**src/rtl/lbist_ctrl.sv**
```systemverilog
// Logic-BIST controller: answers the start/go_nogo handshake by running an LFSR-driven
// scan test, compacting chain outputs in a MISR and comparing against a golden signature.
module lbist_ctrl #(
  parameter int unsigned         N_CHAINS   = 8,
  parameter int unsigned         CHAIN_LEN  = 64,
  parameter int unsigned         N_PATTERNS = 1024,
  parameter int unsigned         LFSR_W     = 32,
  parameter int unsigned         MISR_W     = 32,
  parameter logic [LFSR_W-1:0]   LFSR_SEED  = 32'h1,
  parameter logic [LFSR_W-1:0]   LFSR_POLY  = 32'h8020_0003,
  parameter logic [MISR_W-1:0]   MISR_POLY  = 32'h04C1_1DB7,
  parameter logic [MISR_W-1:0]   GOLDEN_SIG = 32'h0
) (
  input  logic                clk,
  input  logic                rst_n,
  input  logic                start,
  output logic                test_mode_o,
  output logic                scan_en_o,
  output logic [N_CHAINS-1:0] scan_in_o,
  input  logic [N_CHAINS-1:0] scan_out_i,
  output logic                busy_o,
  output logic                done_o,
  output logic                go_nogo,
  output logic [MISR_W-1:0]   signature_o
);

  localparam int unsigned SH_W  = (CHAIN_LEN > 1) ? $clog2(CHAIN_LEN) : 1;
  localparam int unsigned PAT_W = $clog2(N_PATTERNS + 1);

  typedef enum logic [2:0] {
    IDLE    = 3'd0,
    INIT    = 3'd1,
    SHIFT   = 3'd2,
    CAPTURE = 3'd3,
    UNLOAD  = 3'd4,
    COMPARE = 3'd5,
    DONE    = 3'd6
  } state_t;

  state_t              r_state;
  state_t              w_state_nxt;
  logic                r_start_q;
  logic                w_trig;
  logic [SH_W-1:0]     r_sh_cnt;
  logic [PAT_W-1:0]    r_pat_cnt;
  logic                w_sh_last;
  logic                w_pat_last;
  logic [LFSR_W-1:0]   r_lfsr;
  logic [LFSR_W-1:0]   w_lfsr_adv;
  logic [LFSR_W-1:0]   w_lfsr_nxt;
  logic [MISR_W-1:0]   r_misr;
  logic [MISR_W-1:0]   w_misr_adv;
  logic [MISR_W-1:0]   w_misr_nxt;
  logic                w_busy_nxt;
  logic                w_scan_en_nxt;
  logic [N_CHAINS-1:0] w_scan_in_nxt;
  logic                w_done_nxt;
  logic                w_go_nxt;

  // Rising-edge detect on the run request; a held level never retriggers.
  always_ff @(posedge clk or negedge rst_n) begin
    if (!rst_n) r_start_q <= 1'b0;
    else        r_start_q <= start;
  end

  assign w_trig     = start & ~r_start_q;
  assign w_sh_last  = (r_sh_cnt == SH_W'(CHAIN_LEN - 1));
  assign w_pat_last = (r_pat_cnt == PAT_W'(N_PATTERNS - 1));

  always_ff @(posedge clk or negedge rst_n) begin
    if (!rst_n) r_state <= IDLE;
    else        r_state <= w_state_nxt;
  end

  always_comb begin
    w_state_nxt = r_state;
    case (r_state)
      IDLE, DONE: if (w_trig) w_state_nxt = INIT;
      INIT:       w_state_nxt = SHIFT;
      SHIFT:      if (w_sh_last) w_state_nxt = CAPTURE;
      CAPTURE:    w_state_nxt = w_pat_last ? UNLOAD : SHIFT;
      UNLOAD:     if (w_sh_last) w_state_nxt = COMPARE;
      COMPARE:    w_state_nxt = DONE;
      default:    w_state_nxt = IDLE;
    endcase
  end

  // TPG LFSR and MISR next values; pattern 0 unload is stale chain content, so it is not compacted.
  always_comb begin
    w_lfsr_adv = {r_lfsr[LFSR_W-2:0], 1'b0} ^ (r_lfsr[LFSR_W-1] ? LFSR_POLY : '0);
    w_misr_adv = {r_misr[MISR_W-2:0], 1'b0} ^ (r_misr[MISR_W-1] ? MISR_POLY : '0)
                 ^ MISR_W'(scan_out_i);
    w_lfsr_nxt = r_lfsr;
    w_misr_nxt = r_misr;
    case (r_state)
      INIT: begin
        w_lfsr_nxt = LFSR_SEED;
        w_misr_nxt = '0;
      end
      SHIFT: begin
        w_lfsr_nxt = w_lfsr_adv;
        if (r_pat_cnt != '0) w_misr_nxt = w_misr_adv;
      end
      UNLOAD:  w_misr_nxt = w_misr_adv;
      default: ;
    endcase
  end

  // Outputs are decoded from the upcoming state so the registered copies line up with it.
  always_comb begin
    w_busy_nxt    = 1'b0;
    w_scan_en_nxt = 1'b0;
    w_scan_in_nxt = '0;
    w_done_nxt    = 1'b0;
    w_go_nxt      = go_nogo;
    case (w_state_nxt)
      INIT, CAPTURE, COMPARE: w_busy_nxt = 1'b1;
      SHIFT: begin
        w_busy_nxt    = 1'b1;
        w_scan_en_nxt = 1'b1;
        w_scan_in_nxt = w_lfsr_nxt[N_CHAINS-1:0];
      end
      UNLOAD: begin
        w_busy_nxt    = 1'b1;
        w_scan_en_nxt = 1'b1;
      end
      DONE:    w_done_nxt = 1'b1;
      default: ;
    endcase
    if (r_state == INIT)    w_go_nxt = 1'b0;
    if (r_state == COMPARE) w_go_nxt = (r_misr == GOLDEN_SIG);
  end

  always_ff @(posedge clk or negedge rst_n) begin
    if (!rst_n) begin
      busy_o      <= 1'b0;
      test_mode_o <= 1'b0;
      scan_en_o   <= 1'b0;
      scan_in_o   <= '0;
      done_o      <= 1'b0;
      go_nogo     <= 1'b0;
    end else begin
      busy_o      <= w_busy_nxt;
      test_mode_o <= w_busy_nxt;
      scan_en_o   <= w_scan_en_nxt;
      scan_in_o   <= w_scan_in_nxt;
      done_o      <= w_done_nxt;
      go_nogo     <= w_go_nxt;
    end
  end

  always_ff @(posedge clk or negedge rst_n) begin
    if (!rst_n) begin
      r_lfsr    <= LFSR_SEED;
      r_misr    <= '0;
      r_sh_cnt  <= '0;
      r_pat_cnt <= '0;
    end else begin
      r_lfsr <= w_lfsr_nxt;
      r_misr <= w_misr_nxt;
      case (r_state)
        INIT: begin
          r_sh_cnt  <= '0;
          r_pat_cnt <= '0;
        end
        SHIFT, UNLOAD: r_sh_cnt <= w_sh_last ? '0 : r_sh_cnt + SH_W'(1);
        CAPTURE:       r_pat_cnt <= w_pat_last ? '0 : r_pat_cnt + PAT_W'(1);
        default: ;
      endcase
    end
  end

  assign signature_o = r_misr;

endmodule
```
**config.mk**
```make
export PLATFORM = sky130hd
export DESIGN_NAME = lbist_ctrl
export DESIGN_NICKNAME = d
export VERILOG_FILES = /design/src/rtl/lbist_ctrl.sv
export SDC_FILE = /design/constraint.sdc
export NUM_CORES = 1
export LEC_CHECK = 0
export CORE_MARGIN = 8
export CORE_UTILIZATION = 43
export DETAILED_ROUTE_END_ITERATION = 10
export PLACE_DENSITY = 0.7
export SYNTH_ARGS = -nofsm -noshare
export SYNTH_HDL_FRONTEND = slang
export SYNTH_SLANG_ARGS = --single-unit
```
**constraint.sdc**
```tcl
create_clock -name clk -period 1.8 [get_ports clk]
set_input_delay 0.18 -clock clk [delete_from_list [all_inputs] [get_ports clk]]
set_output_delay 0.18 -clock clk [all_outputs]
set_load 0.005 [all_outputs]
```
==> metrics.log <==
INFO  metric synth_simple_gate_area_share = 14.1%
INFO  metric cp_max_fo = 8
INFO  metric clock_latency = 0.37 ns
INFO  metric final_cells = between 600 and 700
INFO  metric number_of_ports_placed_on_the_die_boundary = 56
INFO  metric final.fill_count = 932
INFO  metric layout_commonest_cell = sky130_fd_sc_hd__dfrtp_1
INFO  metric synthXorXnorAreaFrac = 4.73%
INFO  metric placed_cells = 589
INFO  metric drtPass1Iterations = 4
INFO  metric post_synth_fa_ha_maj_area_fraction = 1.30%
INFO  metric ff_latch_area = 0.00243 sq mm
INFO  metric clock_tree.root_cell = sky130_fd_sc_hd__clkbuf_8
INFO  metric share_of_the_synthesized_area_in_the_top_cell_type = 51.9%
INFO  metric numCtsBuffers = 9
INFO  metric critical_path_launch_point_type = flop
INFO  metric rr_worst_depth = 8
INFO  metric ys_seq_area_share = a little over half
INFO  metric fp-row-count = 38
INFO  metric final-setup-viol-count = 0
INFO  metric antenna_found_initial = 0
INFO  metric synth-edff-count = 0
INFO  metric arrival = 2.06 ns
INFO  metric global_route_wire_length_before_repair = 17500 um
INFO  metric first_global_vias = 3433
INFO  metric multiInputGateArea = 0.00203 sq mm
INFO  metric layout_min_cycle_time = 1.75 ns
INFO  metric grt_setup_unrepaired = yes
INFO  metric routed_wl = approximately 11000 um
INFO  metric antenna_violating_nets_left = 0
INFO  metric synth_top_family_by_area = compound AO/OA/AOI/OAI gates
INFO  metric max-cap-violations = 0
INFO  metric layout_common_cells = sky130_fd_sc_hd__dfrtp_1 (94), sky130_fd_sc_hd__a22o_1 (61), sky130_fd_sc_hd__clkdlybuf4s50_1 (54), sky130_fd_sc_hd__buf_4 (30), sky130_fd_sc_hd__nand2_1 (22)
INFO  metric final_hold_viol_count = 0
INFO  metric synth_flop_cell = sky130_fd_sc_hd__dfrtp_1
INFO  metric die_h = around 120 um
INFO  metric clock_sink_count = 97
INFO  metric cts_tree = yes
INFO  metric synth_largest_area_cell = sky130_fd_sc_hd__dfrtp_1
INFO  metric chip_width = 120 um
INFO  metric coreArea = 0.0107 sq mm
INFO  metric timing.final.max_slew_violations = 0
INFO  metric placement.setup.worst_slack = -0.0178 ns
INFO  metric critPathRequiredTime = 2.11 ns
INFO  metric worst_pin_slew = 0.458 ns
INFO  metric vias_after_detailed_routing = 3556
INFO  metric global_route.usage.total = 14.8%
INFO  metric worst_case_vdd_ir_drop = 0.802 mV
INFO  metric start_util = 43.5%
INFO  metric drt_iter0_markers = between 200 and 250
INFO  metric worst_setup_path_end_kind = flop
INFO  metric via_per_inst = 5.81
INFO  metric synthesis.area_per_instance = 11.8 sq um
INFO  metric ys_async_sr_fraction = 100%
INFO  metric critPathKind = flop to flop
INFO  metric clock-skew-final = about 0.015 ns
INFO  metric design.die.area = 0.0143 sq mm
INFO  metric port-buffer-count = 55
INFO  metric yosys_register_bits = 97
INFO  metric worst_hold_path_type = input pin to asynchronous set/reset pin
INFO  metric max-slew-margin-rel = 69.4%
INFO  metric power-per-cell-area = 1270 mW/mm^2
INFO  metric grt_max_degree = 48
INFO  metric synth_mux_area_share = 0.432%
INFO  metric post_route_cells_drive_above_1_share = ~18%
INFO  metric antenna_cells_inserted = 0
INFO  metric ys_top_cells_by_area = sky130_fd_sc_hd__dfrtp_1 (52%), sky130_fd_sc_hd__a22o_1 (12%), sky130_fd_sc_hd__xor2_1 (2.8%), sky130_fd_sc_hd__buf_6 (2.4%), sky130_fd_sc_hd__nor4b_2 (2.3%)
INFO  metric detailedPlacementHpwl = 7320 um
INFO  metric synth_fp_nets = ~410
INFO  metric setup_slack = 0.0549 ns
INFO  metric syn_to_layout_area_delta = 24.9%
INFO  metric static_leakage = between 2 and 3 nW
INFO  metric cts_buffer_depth = 2
INFO  metric synth-compound-area-share = 21.5%
INFO  metric nets = 482
INFO  metric cts.clk_slew.worst_paths = 0.10 ns
INFO  metric highest_clock_rate = approximately 0.57 GHz
INFO  metric grt_overflow_total = 0
INFO  metric summed_instance_area_of_the_synthesized_netlist = approximately 0.0046 sq mm
INFO  metric synth.yosys.warnings = 0
INFO  metric detail_route.drc_violations = 0
INFO  metric wl_per_cell = 18.2 um
INFO  metric final.period_utilization = 97.0%
INFO  metric syn_inst = 394
INFO  metric netlist-cell-type-count = 62
INFO  metric status = finished clean
INFO  metric htree_num_levels = 3
INFO  metric routability_congestion_estimate_from_global_placement = around 0.8
-- cell type report --
type	count	share of cell area, %
clock buffers	10	2.38
multi-input cells	259	35.1
flip-flops and latches	97	42.0
clock inverters	6	1.06
well taps	140	3.03
repair buffers	92	15.9
inverters	8	0.519
-- synthesized netlist by cell type, types with 3 or more instances --
| cell type | instances |
|---|---|
| sky130_fd_sc_hd__a21oi_1 | 15 |
| sky130_fd_sc_hd__a22o_1 | 61 |
| sky130_fd_sc_hd__a31oi_1 | 5 |
| sky130_fd_sc_hd__and3b_1 | 3 |
| sky130_fd_sc_hd__and4_1 | 4 |
| sky130_fd_sc_hd__buf_2 | 14 |
| sky130_fd_sc_hd__buf_4 | 4 |
| sky130_fd_sc_hd__buf_6 | 10 |
| sky130_fd_sc_hd__clkbuf_1 | 3 |
| sky130_fd_sc_hd__dfrtp_1 | 96 |
| sky130_fd_sc_hd__ha_1 | 4 |
| sky130_fd_sc_hd__inv_1 | 6 |
| sky130_fd_sc_hd__nand2_1 | 22 |
| sky130_fd_sc_hd__nand2b_1 | 7 |
| sky130_fd_sc_hd__nand3_1 | 9 |
| sky130_fd_sc_hd__nand4_1 | 3 |
| sky130_fd_sc_hd__nor2_1 | 8 |
| sky130_fd_sc_hd__nor3_1 | 8 |
| sky130_fd_sc_hd__nor4_1 | 9 |
| sky130_fd_sc_hd__nor4b_2 | 7 |
| sky130_fd_sc_hd__o21a_1 | 3 |
| sky130_fd_sc_hd__o21ai_0 | 13 |
| sky130_fd_sc_hd__o21ai_1 | 3 |
| sky130_fd_sc_hd__o22ai_1 | 3 |
| sky130_fd_sc_hd__o31ai_1 | 3 |
| sky130_fd_sc_hd__xnor2_1 | 10 |
| sky130_fd_sc_hd__xor2_1 | 15 |
-- metrics by stage --
stage | power (mW) | hold WS, ns | setup TNS, ns | utilization (%) | cell area (sq um)
after CTS | 6.98 | 0.258 | 0 | 52.7 | 5620
after floorplan | 4.57 | -0.116 | 0 | - | 4630
final | 7.32 | 0.261 | 0 | 54.3 | 5790
after detailed placement | 5.57 | 0.124 | -0.184 | 50.7 | 5400
after global routing | 7.72 | 0.300 | -0.270 | 54.3 | 5790
after global placement | 5.47 | 0.121 | 0 | 50.7 | 5400
-- sequential cells by signal (all words and copies together), names as in the netlist --
name / cells
signature_o: 32
r_state: 3
scan_en_o: 1
r_start_q: 1
go_nogo: 1
r_sh_cnt: 6
done_o: 1
busy_o: 1
scan_in_o: 8
r_lfsr: 32
r_pat_cnt: 11
-- report_power, final --
| group | internal, mW | leakage (nW) | switching (mW) |
|---|---|---|---|
| Combinational | 1.53 | 1.16 | 1.45 |
| Sequential | 2.57 | 1.31 | 0.376 |
| Clock | 0.572 | 0.0978 | 0.837 |
| Total | 4.66 | 2.58 | 2.66 |
-- worst paths after layout --
| kind | startpoint | slack (ns) | endpoint |
|---|---|---|---|
| setup / recovery | r_pat_cnt[0] | 0.05 | signature_o[22] |
| hold / removal | rst_n | 0.26 | r_pat_cnt[10] |
| setup reg to reg | r_pat_cnt[0] | 0.05 | signature_o[22] |
| hold reg to reg | r_lfsr[8] | 0.51 | r_lfsr[9] |
| max in group asynchronous | rst_n | 0.86 | r_sh_cnt[0] |
| min in group clk | start | 0.31 | r_start_q |
-- logic make-up after synthesis --
group	Yosys count
AND/OR/NAND/NOR	100
adder cells (fa/ha/maj)	5
flip-flops	97
buffers and inverters	39
multiplexers	2
AO/OA/AOI/OAI	126
XOR/XNOR	25
-- critical path, stage by stage (launching register included) --
cell and delay (ns):
sky130_fd_sc_hd__dfrtp_1 0.43, sky130_fd_sc_hd__inv_2 0.10, sky130_fd_sc_hd__ha_4 0.12, sky130_fd_sc_hd__nor4b_4 0.23, sky130_fd_sc_hd__nand3_4 0.16, sky130_fd_sc_hd__a21oi_4 0.22
sky130_fd_sc_hd__buf_12 0.14, sky130_fd_sc_hd__clkbuf_16 0.15, sky130_fd_sc_hd__a22o_1 0.13
-- routing by layer --
metal	up-vias	routed length (um)	share of wire (%)	track usage [%]
li1	1629	-	-	-
met1	1825	4910	44	19.0
met2	89	5520	50	24.2
met3	13	560	5.0	2.96
met4	0	150	1.3	6.09
met5	-	0	0	0
-- timing repair --
item,4_1_cts,5_1_grt
cloned,0,4
pin swaps,0,8
hold buffers,1,0
setup endpoints to repair,31,39
gates resized for setup,1,17
buffers inserted,0,2
endpoints found under the hold margin,23,0
Power figures use the tool's default switching activity.
